$ cat config.mk
export PLATFORM = sky130hd
export DESIGN_NAME = pipeline_stall_controller_flat
export DESIGN_NICKNAME = d
export VERILOG_FILES = /design/src/rtl/pipeline_stall_controller_pkg.sv /design/src/rtl/pipeline_stall_controller_if.sv /design/src/rtl/pipeline_stall_controller_sat_counter.sv /design/src/rtl/pipeline_stall_controller.sv /design/src/flat_wrapper.sv
export SDC_FILE = /design/constraint.sdc
export NUM_CORES = 1
export LEC_CHECK = 0
export CAP_MARGIN = 20
export CORE_UTILIZATION = 46
export CTS_CLUSTER_DIAMETER = 200
export DETAILED_ROUTE_END_ITERATION = 7
export PLACE_DENSITY = 0.76
export SLEW_MARGIN = 20
export SYNTH_ARGS = -nofsm -noshare
export SYNTH_HDL_FRONTEND = slang
export SYNTH_SLANG_ARGS = --single-unit
$ cat constraint.sdc
create_clock -name CLK -period 2 [get_ports CLK]
set_input_delay 0.2 -clock CLK [delete_from_list [all_inputs] [get_ports CLK]]
set_output_delay 0.2 -clock CLK [all_outputs]
set_load 0.005 [all_outputs]
$ cat src/rtl/pipeline_stall_controller_pkg.sv
`default_nettype none
// +--------------------------------------------------------------------------+
// | Module   : pipeline_ctrl_pkg                                             |
// | Purpose  : Shared types and constants for the RV32IM pipeline stall      |
// |            controller: FSM state encoding, the NOP instruction used by   |
// |            flushed stage registers, default parameters, and a packed     |
// |            control-word type with builder functions for each output      |
// |            pattern the controller can produce.                           |
// | Ports    : none (package)                                                |
// | Revision : 1.0 - initial release                                         |
// +--------------------------------------------------------------------------+
package pipeline_ctrl_pkg;

   typedef enum logic [1:0] {
      RUN      = 2'd0,
      MDU_WAIT = 2'd1,
      MEM_WAIT = 2'd2
   } state_t;

   // addi x0, x0, 0 -- what a stage register loads when its FLUSH is high
   localparam logic [31:0] NOP_INSTR = 32'h00000013;

   localparam int MDU_TIMEOUT_DEFAULT = 64;
   localparam int CNT_W_DEFAULT       = 32;

   typedef struct packed {
      logic pc_en;
      logic if_id_en;
      logic id_ex_en;
      logic ex_mem_en;
      logic mem_wb_en;
      logic if_id_flush;
      logic id_ex_flush;
      logic ex_mem_flush;
   } ctrl_t;

   // Free-running pipe: everything advances, nothing flushed.
   function automatic ctrl_t ctrl_run();
      ctrl_t c;
      c           = '0;
      c.pc_en     = 1'b1;
      c.if_id_en  = 1'b1;
      c.id_ex_en  = 1'b1;
      c.ex_mem_en = 1'b1;
      c.mem_wb_en = 1'b1;
      return c;
   endfunction

   // Whole pipe frozen (data memory not ready).
   function automatic ctrl_t ctrl_freeze();
      ctrl_t c;
      c = '0;
      return c;
   endfunction

   // Front end and EX held; a NOP is injected into EX/MEM so the
   // back end keeps draining. Shared by load-use bubbles and MDU stalls.
   function automatic ctrl_t ctrl_bubble();
      ctrl_t c;
      c              = '0;
      c.ex_mem_en    = 1'b1;
      c.mem_wb_en    = 1'b1;
      c.ex_mem_flush = 1'b1;
      return c;
   endfunction

   // Taken branch: squash the two younger wrong-path instructions.
   function automatic ctrl_t ctrl_branch();
      ctrl_t c;
      c             = ctrl_run();
      c.if_id_flush = 1'b1;
      c.id_ex_flush = 1'b1;
      return c;
   endfunction

endpackage
`default_nettype wire

$ cat src/rtl/pipeline_stall_controller_if.sv
`default_nettype none
// +--------------------------------------------------------------------------+
// | Module   : pipeline_stall_controller_if                                  |
// | Purpose  : Hazard-request / stage-control bundle between the pipeline    |
// |            datapath and the stall controller.                            |
// | Ports    : requests  BUBBLE_REQ, BRANCH_TAKEN, MDU_START, MDU_DONE,      |
// |                      DMEM_BUSY  (pipeline -> controller)                 |
// |            controls  PC_EN, IF_ID_EN, ID_EX_EN, EX_MEM_EN, MEM_WB_EN,    |
// |                      IF_ID_FLUSH, ID_EX_FLUSH, EX_MEM_FLUSH              |
// |                      (controller -> pipeline)                            |
// |            modports: master = pipeline side, slave = controller side     |
// | Revision : 1.0 - initial release                                         |
// +--------------------------------------------------------------------------+
interface pipeline_stall_controller_if;

   logic BUBBLE_REQ;
   logic BRANCH_TAKEN;
   logic MDU_START;
   logic MDU_DONE;
   logic DMEM_BUSY;

   logic PC_EN;
   logic IF_ID_EN;
   logic ID_EX_EN;
   logic EX_MEM_EN;
   logic MEM_WB_EN;
   logic IF_ID_FLUSH;
   logic ID_EX_FLUSH;
   logic EX_MEM_FLUSH;

   modport master (
      output BUBBLE_REQ, BRANCH_TAKEN, MDU_START, MDU_DONE, DMEM_BUSY,
      input  PC_EN, IF_ID_EN, ID_EX_EN, EX_MEM_EN, MEM_WB_EN,
      input  IF_ID_FLUSH, ID_EX_FLUSH, EX_MEM_FLUSH
   );

   modport slave (
      input  BUBBLE_REQ, BRANCH_TAKEN, MDU_START, MDU_DONE, DMEM_BUSY,
      output PC_EN, IF_ID_EN, ID_EX_EN, EX_MEM_EN, MEM_WB_EN,
      output IF_ID_FLUSH, ID_EX_FLUSH, EX_MEM_FLUSH
   );

endinterface
`default_nettype wire

$ cat src/rtl/pipeline_stall_controller_sat_counter.sv
`default_nettype none
// +--------------------------------------------------------------------------+
// | Module   : sat_counter                                                   |
// | Purpose  : Up-counter that sticks at all-ones instead of wrapping.       |
// | Ports    : CLK, RESET (sync, active-high)                                |
// |            inc    - add one this cycle (ignored once saturated)          |
// |            clear  - synchronous clear                                    |
// |            count  - current value, CNT_W bits                            |
// | Revision : 1.0 - initial release                                         |
// +--------------------------------------------------------------------------+
module sat_counter #(
   parameter int CNT_W = 32
) (
   input  logic             CLK,
   input  logic             RESET,
   input  logic             inc,
   input  logic             clear,
   output logic [CNT_W-1:0] count
);

   always_ff @(posedge CLK) begin
      if (RESET || clear) begin
         count <= '0;
      end else if (inc && (count != {CNT_W{1'b1}})) begin
         count <= count + 1'b1;
      end
   end

endmodule
`default_nettype wire

$ cat src/rtl/pipeline_stall_controller.sv
`default_nettype none
// +--------------------------------------------------------------------------+
// | Module   : pipeline_stall_controller                                     |
// | Purpose  : Arbitrates hazard requests for a 5-stage RV32IM pipeline and  |
// |            drives per-stage register enables and flushes. Multi-cycle    |
// |            MDU and data-memory stalls are tracked by a small FSM; a      |
// |            saturating counter records stalled cycles and a sticky flag   |
// |            reports an MDU operation that never completes.                |
// | Ports    : CLK, RESET        clock, sync active-high reset               |
// |            hz (slave)        hazard requests in, stage controls out      |
// |            STALL_CYCLES      cycles with PC_EN=0, saturating             |
// |            ERR_MDU_TIMEOUT   sticky MDU timeout flag                     |
// | Revision : 1.0 - initial release                                         |
// +--------------------------------------------------------------------------+
module pipeline_stall_controller
   import pipeline_ctrl_pkg::*;
#(
   parameter int MDU_TIMEOUT = MDU_TIMEOUT_DEFAULT,
   parameter int CNT_W       = CNT_W_DEFAULT
) (
   input  logic                        CLK,
   input  logic                        RESET,
   pipeline_stall_controller_if.slave  hz,
   output logic [CNT_W-1:0]            STALL_CYCLES,
   output logic                        ERR_MDU_TIMEOUT
);

   localparam int              MC_W    = (MDU_TIMEOUT > 1) ? $clog2(MDU_TIMEOUT) : 1;
   localparam logic [MC_W-1:0] MC_LAST = MC_W'(MDU_TIMEOUT - 1);

   state_t            state;
   state_t            state_nxt;
   state_t            ret_state;    // where MEM_WAIT resumes once memory is ready
   state_t            ret_nxt;
   state_t            eff_state;    // state whose decode applies when memory is ready
   ctrl_t             ctrl;
   logic              mdu_clear;
   logic              mdu_active;
   logic              mdu_release;
   logic [MC_W-1:0]   mdu_cnt;
   logic              stall_inc;

   // A MEM_WAIT that ends this cycle behaves exactly like the state it froze,
   // so every decode below works on the effective state.
   always_comb begin
      eff_state = (state == MEM_WAIT) ? ret_state : state;
   end

   // ---------------------------------------------------------------------
   // FSM state register
   // ---------------------------------------------------------------------
   always_ff @(posedge CLK) begin
      if (RESET) begin
         state     <= RUN;
         ret_state <= RUN;
      end else begin
         state     <= state_nxt;
         ret_state <= ret_nxt;
      end
   end

   // ---------------------------------------------------------------------
   // Next-state and output decode, priority DMEM > MDU > bubble > branch
   // ---------------------------------------------------------------------
   always_comb begin
      ctrl      = ctrl_run();
      state_nxt = eff_state;
      ret_nxt   = ret_state;
      mdu_clear = 1'b0;

      if (RESET) begin
         state_nxt = RUN;
         ret_nxt   = RUN;
      end else if (hz.DMEM_BUSY) begin
         ctrl      = ctrl_freeze();
         state_nxt = MEM_WAIT;
         ret_nxt   = eff_state;
      end else begin
         case (eff_state)
            MDU_WAIT: begin
               // Bubble/branch requests are ignored: EX is frozen and will
               // present them again after the MDU result moves on.
               if (hz.MDU_DONE) begin
                  state_nxt = RUN;
               end else begin
                  ctrl = ctrl_bubble();
               end
            end
            default: begin
               if (hz.MDU_START) begin
                  // Single-cycle MUL finishing immediately needs no stall.
                  if (!hz.MDU_DONE) begin
                     ctrl      = ctrl_bubble();
                     state_nxt = MDU_WAIT;
                     mdu_clear = 1'b1;
                  end
               end else if (hz.BUBBLE_REQ) begin
                  // Wins over a simultaneous branch: the branch operand may
                  // depend on the load and is re-resolved next cycle.
                  ctrl = ctrl_bubble();
               end else if (hz.BRANCH_TAKEN) begin
                  ctrl = ctrl_branch();
               end
            end
         endcase
      end
   end

   // ---------------------------------------------------------------------
   // MDU watchdog: keeps counting while a memory stall freezes an MDU wait
   // ---------------------------------------------------------------------
   always_comb begin
      mdu_active  = !RESET && (eff_state == MDU_WAIT);
      mdu_release = mdu_active && !hz.DMEM_BUSY && hz.MDU_DONE;
   end

   always_ff @(posedge CLK) begin
      if (RESET) begin
         mdu_cnt         <= '0;
         ERR_MDU_TIMEOUT <= 1'b0;
      end else begin
         if (mdu_clear) begin
            mdu_cnt <= '0;
         end else if (mdu_active && (mdu_cnt != MC_LAST)) begin
            mdu_cnt <= mdu_cnt + 1'b1;
         end
         if (mdu_active && !mdu_release && (mdu_cnt == MC_LAST)) begin
            ERR_MDU_TIMEOUT <= 1'b1;
         end
      end
   end

   // ---------------------------------------------------------------------
   // Stall-cycle performance counter
   // ---------------------------------------------------------------------
   always_comb begin
      stall_inc = !RESET && !ctrl.pc_en;
   end

   sat_counter #(
      .CNT_W (CNT_W)
   ) u_stall_cnt (
      .CLK   (CLK),
      .RESET (RESET),
      .inc   (stall_inc),
      .clear (1'b0),
      .count (STALL_CYCLES)
   );

   // ---------------------------------------------------------------------
   // Drive the stage controls
   // ---------------------------------------------------------------------
   always_comb begin
      hz.PC_EN        = ctrl.pc_en;
      hz.IF_ID_EN     = ctrl.if_id_en;
      hz.ID_EX_EN     = ctrl.id_ex_en;
      hz.EX_MEM_EN    = ctrl.ex_mem_en;
      hz.MEM_WB_EN    = ctrl.mem_wb_en;
      hz.IF_ID_FLUSH  = ctrl.if_id_flush;
      hz.ID_EX_FLUSH  = ctrl.id_ex_flush;
      hz.EX_MEM_FLUSH = ctrl.ex_mem_flush;
   end

endmodule
`default_nettype wire

$ cat src/flat_wrapper.sv
// flat-port wrapper written by rule: the top's interface ports become plain ports
module pipeline_stall_controller_flat import pipeline_ctrl_pkg::*;
#(
   parameter int MDU_TIMEOUT = MDU_TIMEOUT_DEFAULT,
   parameter int CNT_W       = CNT_W_DEFAULT
)
  (CLK, RESET, STALL_CYCLES, ERR_MDU_TIMEOUT, hz_BUBBLE_REQ, hz_BRANCH_TAKEN, hz_MDU_START, hz_MDU_DONE, hz_DMEM_BUSY, hz_PC_EN, hz_IF_ID_EN, hz_ID_EX_EN, hz_EX_MEM_EN, hz_MEM_WB_EN, hz_IF_ID_FLUSH, hz_ID_EX_FLUSH, hz_EX_MEM_FLUSH);
  pipeline_stall_controller_if hz_i ();
  input  logic CLK;
  input  logic RESET;
  output logic [CNT_W-1:0] STALL_CYCLES;
  output logic ERR_MDU_TIMEOUT;
  input wire logic [$bits(hz_i.BUBBLE_REQ)-1:0] hz_BUBBLE_REQ;
  input wire logic [$bits(hz_i.BRANCH_TAKEN)-1:0] hz_BRANCH_TAKEN;
  input wire logic [$bits(hz_i.MDU_START)-1:0] hz_MDU_START;
  input wire logic [$bits(hz_i.MDU_DONE)-1:0] hz_MDU_DONE;
  input wire logic [$bits(hz_i.DMEM_BUSY)-1:0] hz_DMEM_BUSY;
  output wire logic [$bits(hz_i.PC_EN)-1:0] hz_PC_EN;
  output wire logic [$bits(hz_i.IF_ID_EN)-1:0] hz_IF_ID_EN;
  output wire logic [$bits(hz_i.ID_EX_EN)-1:0] hz_ID_EX_EN;
  output wire logic [$bits(hz_i.EX_MEM_EN)-1:0] hz_EX_MEM_EN;
  output wire logic [$bits(hz_i.MEM_WB_EN)-1:0] hz_MEM_WB_EN;
  output wire logic [$bits(hz_i.IF_ID_FLUSH)-1:0] hz_IF_ID_FLUSH;
  output wire logic [$bits(hz_i.ID_EX_FLUSH)-1:0] hz_ID_EX_FLUSH;
  output wire logic [$bits(hz_i.EX_MEM_FLUSH)-1:0] hz_EX_MEM_FLUSH;
  assign hz_i.BUBBLE_REQ = hz_BUBBLE_REQ;
  assign hz_i.BRANCH_TAKEN = hz_BRANCH_TAKEN;
  assign hz_i.MDU_START = hz_MDU_START;
  assign hz_i.MDU_DONE = hz_MDU_DONE;
  assign hz_i.DMEM_BUSY = hz_DMEM_BUSY;
  assign hz_PC_EN = hz_i.PC_EN;
  assign hz_IF_ID_EN = hz_i.IF_ID_EN;
  assign hz_ID_EX_EN = hz_i.ID_EX_EN;
  assign hz_EX_MEM_EN = hz_i.EX_MEM_EN;
  assign hz_MEM_WB_EN = hz_i.MEM_WB_EN;
  assign hz_IF_ID_FLUSH = hz_i.IF_ID_FLUSH;
  assign hz_ID_EX_FLUSH = hz_i.ID_EX_FLUSH;
  assign hz_EX_MEM_FLUSH = hz_i.EX_MEM_FLUSH;
  pipeline_stall_controller #(.MDU_TIMEOUT(MDU_TIMEOUT), .CNT_W(CNT_W)) u_core (.CLK(CLK), .RESET(RESET), .hz(hz_i), .STALL_CYCLES(STALL_CYCLES), .ERR_MDU_TIMEOUT(ERR_MDU_TIMEOUT));
endmodule
==> impl_metrics.toml, run 1 <==
[power]
clock_power_share_pct = 43.2
intPower_w = 0.00147
post-layout-total-power_w = 0.00189
power_switching_w = 0.000424
cellPowerDensity_mw_per_mm2 = 491
static-leakage-power_nw = 1.48
switching_portion_of_total_power_pct = 22.4
vdd.ir_drop.worst_mv = 0.474
sequential_group_share_of_total_power_pct = 45.8
comb_power_share_pct = 11.0

[clocking]
tritoncts = "done"
htree_levels = 2
clock_insertion_delay_worst_skew_ps = 300
clkTransAtPathRegs_ps = 80
cts_num_sinks = 43
cts.path.max_buffers = 2
cts_buffers = 5
cts_root_buf = "clkbuf_8"
holdBufCountCts = 0

[synth]
synthSimpleGateAreaFrac_pct = 30.6
yosys_warnings = 0
synth_top_family_by_area = "simple AND/OR/NAND/NOR gates"
post_synth.cell_area_avg_sq_um = 8.42
synth-compound-area-share_pct = 20.2
synthesized_instance_count = 277
post-synth-top-area-cell = "dfxtp_1"
adder_cell_share_of_the_synthesized_area_pct = 1.07
synthXorXnorAreaFrac_pct = 1.50
synth.lib_cells_used.distinct = 53
yosys-mux-area-fraction_pct = 4.13
syn-cell-area_sq_mm = 0.00233
yosys-top-cells-area = "dfxtp_1 37%, a21oi_1 6.0%, o31ai_1 5.5%, or4_1 5.5%, nand2_1 3.4%"
synth_seq_cells = 43
seq_area_frac_synth_pct = 36.9
synth_fp_nets = 286
synth_top_cell_area_share_pct = 36.9

[route]
drt-initial-drc-count = 322
first_pass_iters = 7
wl_per_cell_um = 17.3
vias_per_cell = 5.94
drt.antenna.violating_nets = 0
drc = 0
routed-via-count = 2751
wirelength_mm = 8.02

[final_layout]
instances_no_fill = 463
layout.filler_cells = 323
layout.core_utilization_pct = 79.9
antenna_cells_inserted = 0
final_cell_area_sq_mm = 0.00385
layout-drive-gt1-share_pct = 40.2
layout-area-overhead-vs-synth_pct = 65.0
finish.net_count = 404

[critical_path]
critical_path.max_fanout = 7
cp.arrival_ps = 2320
worstPathCellList = "nand3_2, buf_4, nor4_4, o41ai_4, buf_6, buf_4, o31ai_1, a21oi_2"
setup.worst_path.class = "flip-flop to flip-flop"
cp_top_family = "compound AO/OA/AOI/OAI gates"
worst_path_buffer_plus_inverter_count = 3
cp_slowest_stage_delay_ps = 400
worst_ep_required_time_ps = 2190
cpMaxStageDelayCell = "nor4_4"
critPathCaptureType = "flip-flop"
crit_path_start_kind = "flip-flop"
cpMostUsedCell = "buf_4"

[grt]
global_route.usage.total_pct = 26.4
first_pass_grt_wire_length_mm = 10.9
number_of_antenna_violations_at_the_first_check_in_global_routing = 0
grt_max_degree = 22
grt_pass1_vias = 2414
globalRouteOverflowTotal = 0

[timing]
report.final.setup_viol = 19
fin_crit_ps = 2130
maxSlewHeadroom_pct = 71.3
share_of_the_clock_period_used_by_the_worst_path_pct = 106
rsz0062_at_grt = "yes"
hold_viol_final = 0
timing.fmax_mhz = 470
timing.final.ws_setup_ps = -128
final.setup_skew_ps = 2.30
tightestPinTransition_ps = 427
slew_violations = 0

[status]
violations = "negative setup slack"
run_status = "complete, but fails checks"

[run]
cap_viol_max_count = 0

[floorplanning]
top_level_ports = 48
area_of_the_placeable_core_sq_mm = 0.00482
fp.dieH_um = 73.2
floorplan.initialDensity_pct = 48.4
cell_row_count = 25
die_area_sq_mm = 0.00536
die_x_um = 73.2

[placement]
port_buffers = 47
dpl.hpwl_mm = 4.68
placed_cells = 439
placed_standard_cell_area_sq_mm = 0.00336
gp_congestion = 0.854

[worst_hold_path]
hold_path.class = "flip-flop to flip-flop"
layout make-up:
cell class / instances / area, sq um / share of cell area, %
clock inverter: 2 / 60.1 / 1.56
timing repair buffer: 131 / 1160 / 30.1
tap: 67 / 83.8 / 2.18
multi-input combinational: 207 / 1560 / 40.6
inverter: 7 / 26.3 / 0.682
clock buffer: 6 / 72.6 / 1.88
sequential: 43 / 888 / 23.1
cell usage after synthesis (all sizes together):
library cell and count:
a41o 1, and3 6, a31oi 1, a21o 1
nand2 21, mux2 4, nor2 21, nor2b 4
a221oi 1, or4b 1, a21oi 28, clkbuf 8
nand4bb 1, nand4 8, clkinv 1, mux2i 4
dfxtp 43, o311ai 4, and4b 1, ha 2
o41ai 5, or4 18, o21bai 1, or2 1
o21ai 7, nand2b 3, or3 6, and4 2
nor4 5, xnor2 1, buf 12, nand3 13
o31ai 17, or3b 1, o21a 3, nand3b 1
inv 6, xor2 3, nor3 8, a211oi 1
and2 1, o31a 1
stage by stage:
step / TNS, ps / setup WS, ps / hold slack [ps]
2_1_floorplan: -0.844 / -0.844 / 419
3_3_place_gp: -1590 / -130 / 455
3_5_place_dp: -2090 / -148 / 469
4_1_cts: -50.1 / -12.2 / 489
5_1_grt: -2730 / -231 / 514
6_report: -1250 / -128 / 491
registers in the layout, indices dropped and copies added, names as in the netlist:
name and flops:
u_core.ERR_MDU_TIMEOUT 1, u_core.mdu_cnt 6, u_core.ret_state 2, u_core.state 2
u_core.u_stall_cnt.count 32
cell usage in the layout, fill, tap and decap left out, drive strengths merged, types with 2 or more instances in the layout:
| cell | count |
|---|---|
| nand2b | 3 |
| and3 | 6 |
| o21a | 3 |
| buf | 83 |
| xor2 | 3 |
| clkbuf | 8 |
| bufinv | 2 |
| nand2 | 21 |
| nor2b | 4 |
| nand3 | 13 |
| and4 | 2 |
| clkdlybuf4s50 | 41 |
| dfxtp | 43 |
| o31ai | 17 |
| nand4 | 8 |
| o311ai | 4 |
| dlygate4sd2 | 5 |
| mux2i | 4 |
| or3 | 6 |
| ha | 2 |
| o41ai | 5 |
| nor4 | 5 |
| nor3 | 8 |
| inv | 6 |
| or4 | 18 |
| o21ai | 7 |
| a21oi | 28 |
| nor2 | 21 |
| mux2 | 4 |
final timing paths:
kind / slack (ps) / cells after the start / to / startpoint
hold / removal: 490 / 2 / u_core.ERR_MDU_TIMEOUT / u_core.ERR_MDU_TIMEOUT
setup reg to reg: -130 / 8 / u_core.u_stall_cnt.count[31] / u_core.u_stall_cnt.count[12]
hold reg to reg: 490 / 2 / u_core.ERR_MDU_TIMEOUT / u_core.ERR_MDU_TIMEOUT
setup / recovery: -130 / 8 / u_core.u_stall_cnt.count[31] / u_core.u_stall_cnt.count[12]
layer usage:
layer | GRT usage, % | part of all wire, %
met5 | 0 | 0
met4 | 9.15 | 3.1
met3 | 4.70 | 6.3
met2 | 45.8 | 48
met1 | 32.8 | 42
cell families (layout without fill, tap and decap cells):
kind of cell,Yosys count,count (layout)
buffers and inverters,27,146
muxes,8,8
and+or+nand+nor,122,122
adders and majority gates,2,2
xor gates and xnor gates,4,4
AOI/OAI and AO/OA,71,71
DFF,43,43
power by group through the flow:
stage,logic (W),registers (W),clock network [W]
after CTS,0.000166,0.000866,0.000814
after global routing,0.000220,0.000867,0.000860
final,0.000209,0.000866,0.000816
after global placement,0.000153,0.000885,0
after floorplan,0.0000719,0.000887,0
after detailed placement,0.000155,0.000885,0
worst min-delay path: stages, from the launching register on:
cell     delay (ps)
dfxtp_1         340
a21oi_1          50
nor2_1           70
what timing repair did:
item,4_1_cts,5_1_grt
setup buffers,6,7
pin swaps,8,19
gates resized for setup,23,42
endpoints found under the setup margin,24,34
gates cloned,0,3
(Power assumes the default switching activity.)
==> run 2, diff against run 1 <==
CORE_MARGIN = 1.5   (was unset)
SETUP_SLACK_MARGIN = 0.3   (was unset)
==> impl_metrics.toml, run 2 (synthesis results as in run 1) <==
[status]
run_status = "complete, but fails checks"
violations = "negative setup slack"

[floorplanning]
floorplan.initialDensity_pct = 48.4
area_of_the_placeable_core_sq_mm = 0.00482
die_area_sq_mm = 0.00551
cell_row_count = 25
top_level_ports = 48
fp.dieH_um = 74.2
die_x_um = 74.2

[clocking]
cts.path.max_buffers = 2
cts_num_sinks = 43
tritoncts = "done"
clock_insertion_delay_worst_skew_ps = 310
htree_levels = 2
cts_buffers = 5
cts_root_buf = "clkbuf_8"
clkTransAtPathRegs_ps = 90

[timing]
fin_crit_ps = 2220
share_of_the_clock_period_used_by_the_worst_path_pct = 111
setup-tns-final_ps = -2590
timing.fmax_mhz = 450
maxSlewHeadroom_pct = 64.2
hold_ws_ps = 390
slew_violations = 0
hold_viol_final = 0
tightestPinTransition_ps = 533
report.final.setup_viol = 34
timing.final.ws_setup_ps = -225
rsz0062_at_grt = "yes"
final.setup_skew_ps = 6.16

[critical_path]
worst_ep_required_time_ps = 2220
critical_path.max_fanout = 5
crit_path_start_kind = "flip-flop"
critPathCaptureType = "flip-flop"
cp_slowest_stage_delay_ps = 450
worstPathCellList = "ha_4, nand2_4, or3_4, buf_6, buf_6, nor4_1, a21oi_1, a211oi_1"
cpMostUsedCell = "buf_6"
cpMaxStageDelayCell = "nor4_1"
setup.worst_path.class = "flip-flop to flip-flop"
cp.arrival_ps = 2450

[placement]
placed_cells = 433
port_buffers = 47
dpl.hpwl_mm = 4.52
pre_cts_ws_ps = -156
gp_congestion = 0.871

[grt]
global_route.usage.total_pct = 29.5
grt_pass1_vias = 2691
number_of_antenna_violations_at_the_first_check_in_global_routing = 0
first_pass_grt_wire_length_mm = 12.8
grt_max_degree = 19
globalRouteOverflowTotal = 0

[route]
wl_per_cell_um = 21.7
drt.antenna.violating_nets = 0
drc = 0
first_pass_iters = 5
wirelength_mm = 10.4
routed-via-count = 3180
vias_per_cell = 6.63
drt-initial-drc-count = 425

[worst_hold_path]
hold_path.class = "input port to flip-flop"

[power]
cellPowerDensity_mw_per_mm2 = 407
vdd.ir_drop.worst_mv = 0.372
static-leakage-power_nw = 1.64

[final_layout]
layout-area-overhead-vs-synth_pct = 81.9
layout.core_utilization_pct = 88.1
finish.net_count = 421
largest_register_ffs = 32
antenna_cells_inserted = 0
layout-drive-gt1-share_pct = 51.8
layout_common_cells = "74 x buf_4, 40 x clkdlybuf4s50_1, 24 x buf_6"
largest_register = "u_core.u_stall_cnt.count"
instances_no_fill = 480
top_regs = "u_core.u_stall_cnt.count x32, u_core.mdu_cnt x6"
most_common_cell_after_layout_fill_and_taps_aside = "buf_4"

[run]
cap_viol_max_count = 0
-- run 2: changes by cell type in the layout (fill, tap and decap cells not counted), sizes merged --
cell,delta
buf,+21
clkinv,+3
bufinv,-2
clkbuf,-2
dlygate4sd2,-2
clkdlybuf4s50,-1
-- run 2: power by group --
part           leakage, nW  switching, W  total [W]  internal, W
Sequential           0.359    0.00000806   0.000866     0.000858
Combinational         1.23      0.000137   0.000286     0.000149
Clock               0.0477      0.000337   0.000577     0.000240
-- run 2: per-stage QoR --
step | power, W | instance area (sq um)
2_1_floorplan | 0.000963 | 2460
3_3_place_gp | 0.00104 | 3370
3_5_place_dp | 0.00104 | 3370
4_1_cts | 0.00166 | 3880
5_1_grt | 0.00177 | 4250
6_report | 0.00173 | 4250
-- run 2: final timing paths --
| kind | slack [ps] | depth (start not counted) | start | endpoint |
|---|---|---|---|---|
| max | -220 | 8 | u_core.u_stall_cnt.count[0] | u_core.u_stall_cnt.count[30] |
| min reg2reg | 500 | 2 | u_core.ERR_MDU_TIMEOUT | u_core.ERR_MDU_TIMEOUT |
| min | 390 | 3 | RESET | u_core.ERR_MDU_TIMEOUT |
| max reg2reg | -220 | 8 | u_core.u_stall_cnt.count[0] | u_core.u_stall_cnt.count[30] |
-- run 2: final cells by class --
type	instances	area, sq um
clock buffer	5	68.8
clock inverter	3	15.0
fill	219	572
inverter	7	30.0
multi-input combinational	207	1780
sequential	43	898
tap	67	83.8
timing repair buffer	148	1370
-- run 2: what timing repair did --
action | CTS | global route
hold buffers | 0 | 0
buffers inserted | 24 | 9
pin swaps | 25 | 29
cloned | 3 | 3
gates resized for setup | 75 | 64
endpoints found under the setup margin | 40 | 44
hold endpoints to repair | 0 | 0
-- run 2: critical path, delay by kind of cell (launching register included) --
| family | cells | cell delay, ps |
|---|---|---|
| flops | 1 | 370 |
| compound gates | 2 | 420 |
| simple gates | 3 | 940 |
| fa+ha+maj | 1 | 150 |
| buf+inv | 2 | 250 |
-- run 2: per-layer routing --
metal	vias up	routed length [um]	track usage, %
met4	0	494	9.70
met3	71	911	5.15
li1	1319	-	-
met1	1535	3840	37.3
met5	-	0	0
met2	255	5150	50.8
==> run 3, diff against run 2 <==
MAX_ROUTING_LAYER = met4   (was unset)
==> impl_metrics.toml, run 3 (synthesis results as in run 1) <==
[timing]
report.final.setup_viol = 35
hold_viol_final = 0
fin_crit_ps = 2240
maxSlewHeadroom_pct = 64.1
tightestPinTransition_ps = 534
slew_violations = 0
timing.final.ws_setup_ps = -242
rsz0062_at_grt = "yes"
share_of_the_clock_period_used_by_the_worst_path_pct = 112
final.setup_skew_ps = 5.85
timing.fmax_mhz = 446
setup-tns-final_ps = -2870

[power]
clock_power_share_pct = 33.4
sequential_group_share_of_total_power_pct = 50.1
comb_power_share_pct = 16.5
vdd.ir_drop.worst_mv = 0.372
static-leakage-power_nw = 1.64
power_switching_w = 0.000483
cellPowerDensity_mw_per_mm2 = 408
intPower_w = 0.00125
switching_portion_of_total_power_pct = 27.9
post-layout-total-power_w = 0.00173

[final_layout]
largest_register_ffs = 32
layout_common_cells = "73 x buf_4, 40 x clkdlybuf4s50_1, 24 x buf_6"
antenna_cells_inserted = 0
top_regs = "u_core.u_stall_cnt.count x32, u_core.mdu_cnt x6"
multi_input_area_sq_mm = 0.00178
largest_register = "u_core.u_stall_cnt.count"
finish.net_count = 421
layout-drive-gt1-share_pct = 51.8
regArea_sq_um = 898
most_common_cell_after_layout_fill_and_taps_aside = "buf_4"
layout-area-overhead-vs-synth_pct = 81.9
layout.filler_cells = 219

[route]
first_pass_iters = 5
wl_per_cell_um = 21.8
routed-via-count = 3158
drt-initial-drc-count = 535
drc = 0
wirelength_mm = 10.5
drt.antenna.violating_nets = 0
vias_per_cell = 6.58

[status]
violations = "negative setup slack"
run_status = "complete, but fails checks"

[worst_hold_path]
worstHoldStart = "RESET"
hold_path.class = "input port to flip-flop"

[placement]
dpl.hpwl_mm = 4.52
port_buffers = 47
gp_congestion = 0.886

[floorplanning]
fp.dieH_um = 74.2
cell_row_count = 25
area_of_the_placeable_core_sq_mm = 0.00482
top_level_ports = 48
die_x_um = 74.2
floorplan.initialDensity_pct = 48.4
die_area_sq_mm = 0.00551

[grt]
first_pass_grt_wire_length_mm = 12.7
global_route.usage.total_pct = 30.3
number_of_antenna_violations_at_the_first_check_in_global_routing = 0
globalRouteOverflowTotal = 0
grt_pass1_vias = 2693
grt_max_degree = 19

[clocking]
cts_buffers = 5
tritoncts = "done"
cts_root_buf = "clkbuf_8"
cts.path.max_buffers = 2
clock_insertion_delay_worst_skew_ps = 310
cts_num_sinks = 43
htree_levels = 2
clkTransAtPathRegs_ps = 90
holdBufCountCts = 0

[critical_path]
cp.arrival_ps = 2460
crit_path_start_kind = "flip-flop"
worst_ep_required_time_ps = 2220
cpMostUsedCell = "buf_6"
worstPathCellList = "ha_4, nand2_4, or3_4, buf_6, buf_6, nor4_1, a21oi_1, a211oi_1"
critPathCaptureType = "flip-flop"
cp-startpoint = "u_core.u_stall_cnt.count[0]"
worst_path_buffer_plus_inverter_count = 2
cpMaxStageDelayCell = "nor4_1"
setup.worst_path.class = "flip-flop to flip-flop"
critical_path.max_fanout = 5
cp_top_family = "simple AND/OR/NAND/NOR gates"
worstReg2RegStart = "u_core.u_stall_cnt.count[0]"
cp_slowest_stage_delay_ps = 460

[run]
cap_viol_max_count = 0
## run 3: final timing paths
path                                                     end  slack (ps)  cells after the start
worst max-delay path            u_core.u_stall_cnt.count[30]        -240                      8
worst min-delay path                  u_core.ERR_MDU_TIMEOUT         390                      3
worst max register to register  u_core.u_stall_cnt.count[30]        -240                      8
worst min register to register        u_core.ERR_MDU_TIMEOUT         510                      2
## run 3: per-stage QoR
stage	utilization [%]	std cells	cell area (sq um)	setup WS, ps	hold slack, ps
global placement	70.0	433	3370	-120	455
global route	88.1	480	4250	-274	402
floorplan	-	277	2460	8.43	409
CTS	80.6	468	3880	-34.5	389
finish	88.1	480	4250	-242	392
detailed placement	70.0	433	3370	-156	467
## run 3: area by class of cell
type	instances	area share [%]
Clock buffer	5	1.62
Inverter	7	0.707
Clock inverter	3	0.354
Multi-Input combinational cell	207	42.0
Timing Repair Buffer	148	32.2
Sequential cell	43	21.2
Tap cell	67	1.97
## run 3: worst min-delay path: stages
cell and delay (ps):
dlygate4sd2_1 230, buf_4 180, nor2_1 60
## run 3: power groups by stage
| stage | clock [W] | combinational [W] | sequential [W] |
|---|---|---|---|
| floorplan | 0 | 0.0000768 | 0.000886 |
| global placement | 0 | 0.000154 | 0.000887 |
| detailed placement | 0 | 0.000157 | 0.000887 |
| CTS | 0.000560 | 0.000233 | 0.000865 |
| global route | 0.000613 | 0.000294 | 0.000867 |
| finish | 0.000578 | 0.000286 | 0.000866 |
## run 3: per-layer routing
metal  track usage [%]  share of wire [%]  vias up
met4              9.70                4.3        0
met1              37.2                 38     1543
met3              5.15                8.6       65
met2              50.6                 49      231
met5                 -                  0        -
li1                  -                  -     1319
## run 3: what timing repair did
item                                    CTS  global route
endpoints found under the setup margin   40            44
gates cloned                              3             3
pin swaps                                25            29
setup buffers                            24             9
gates resized for setup                  75            63
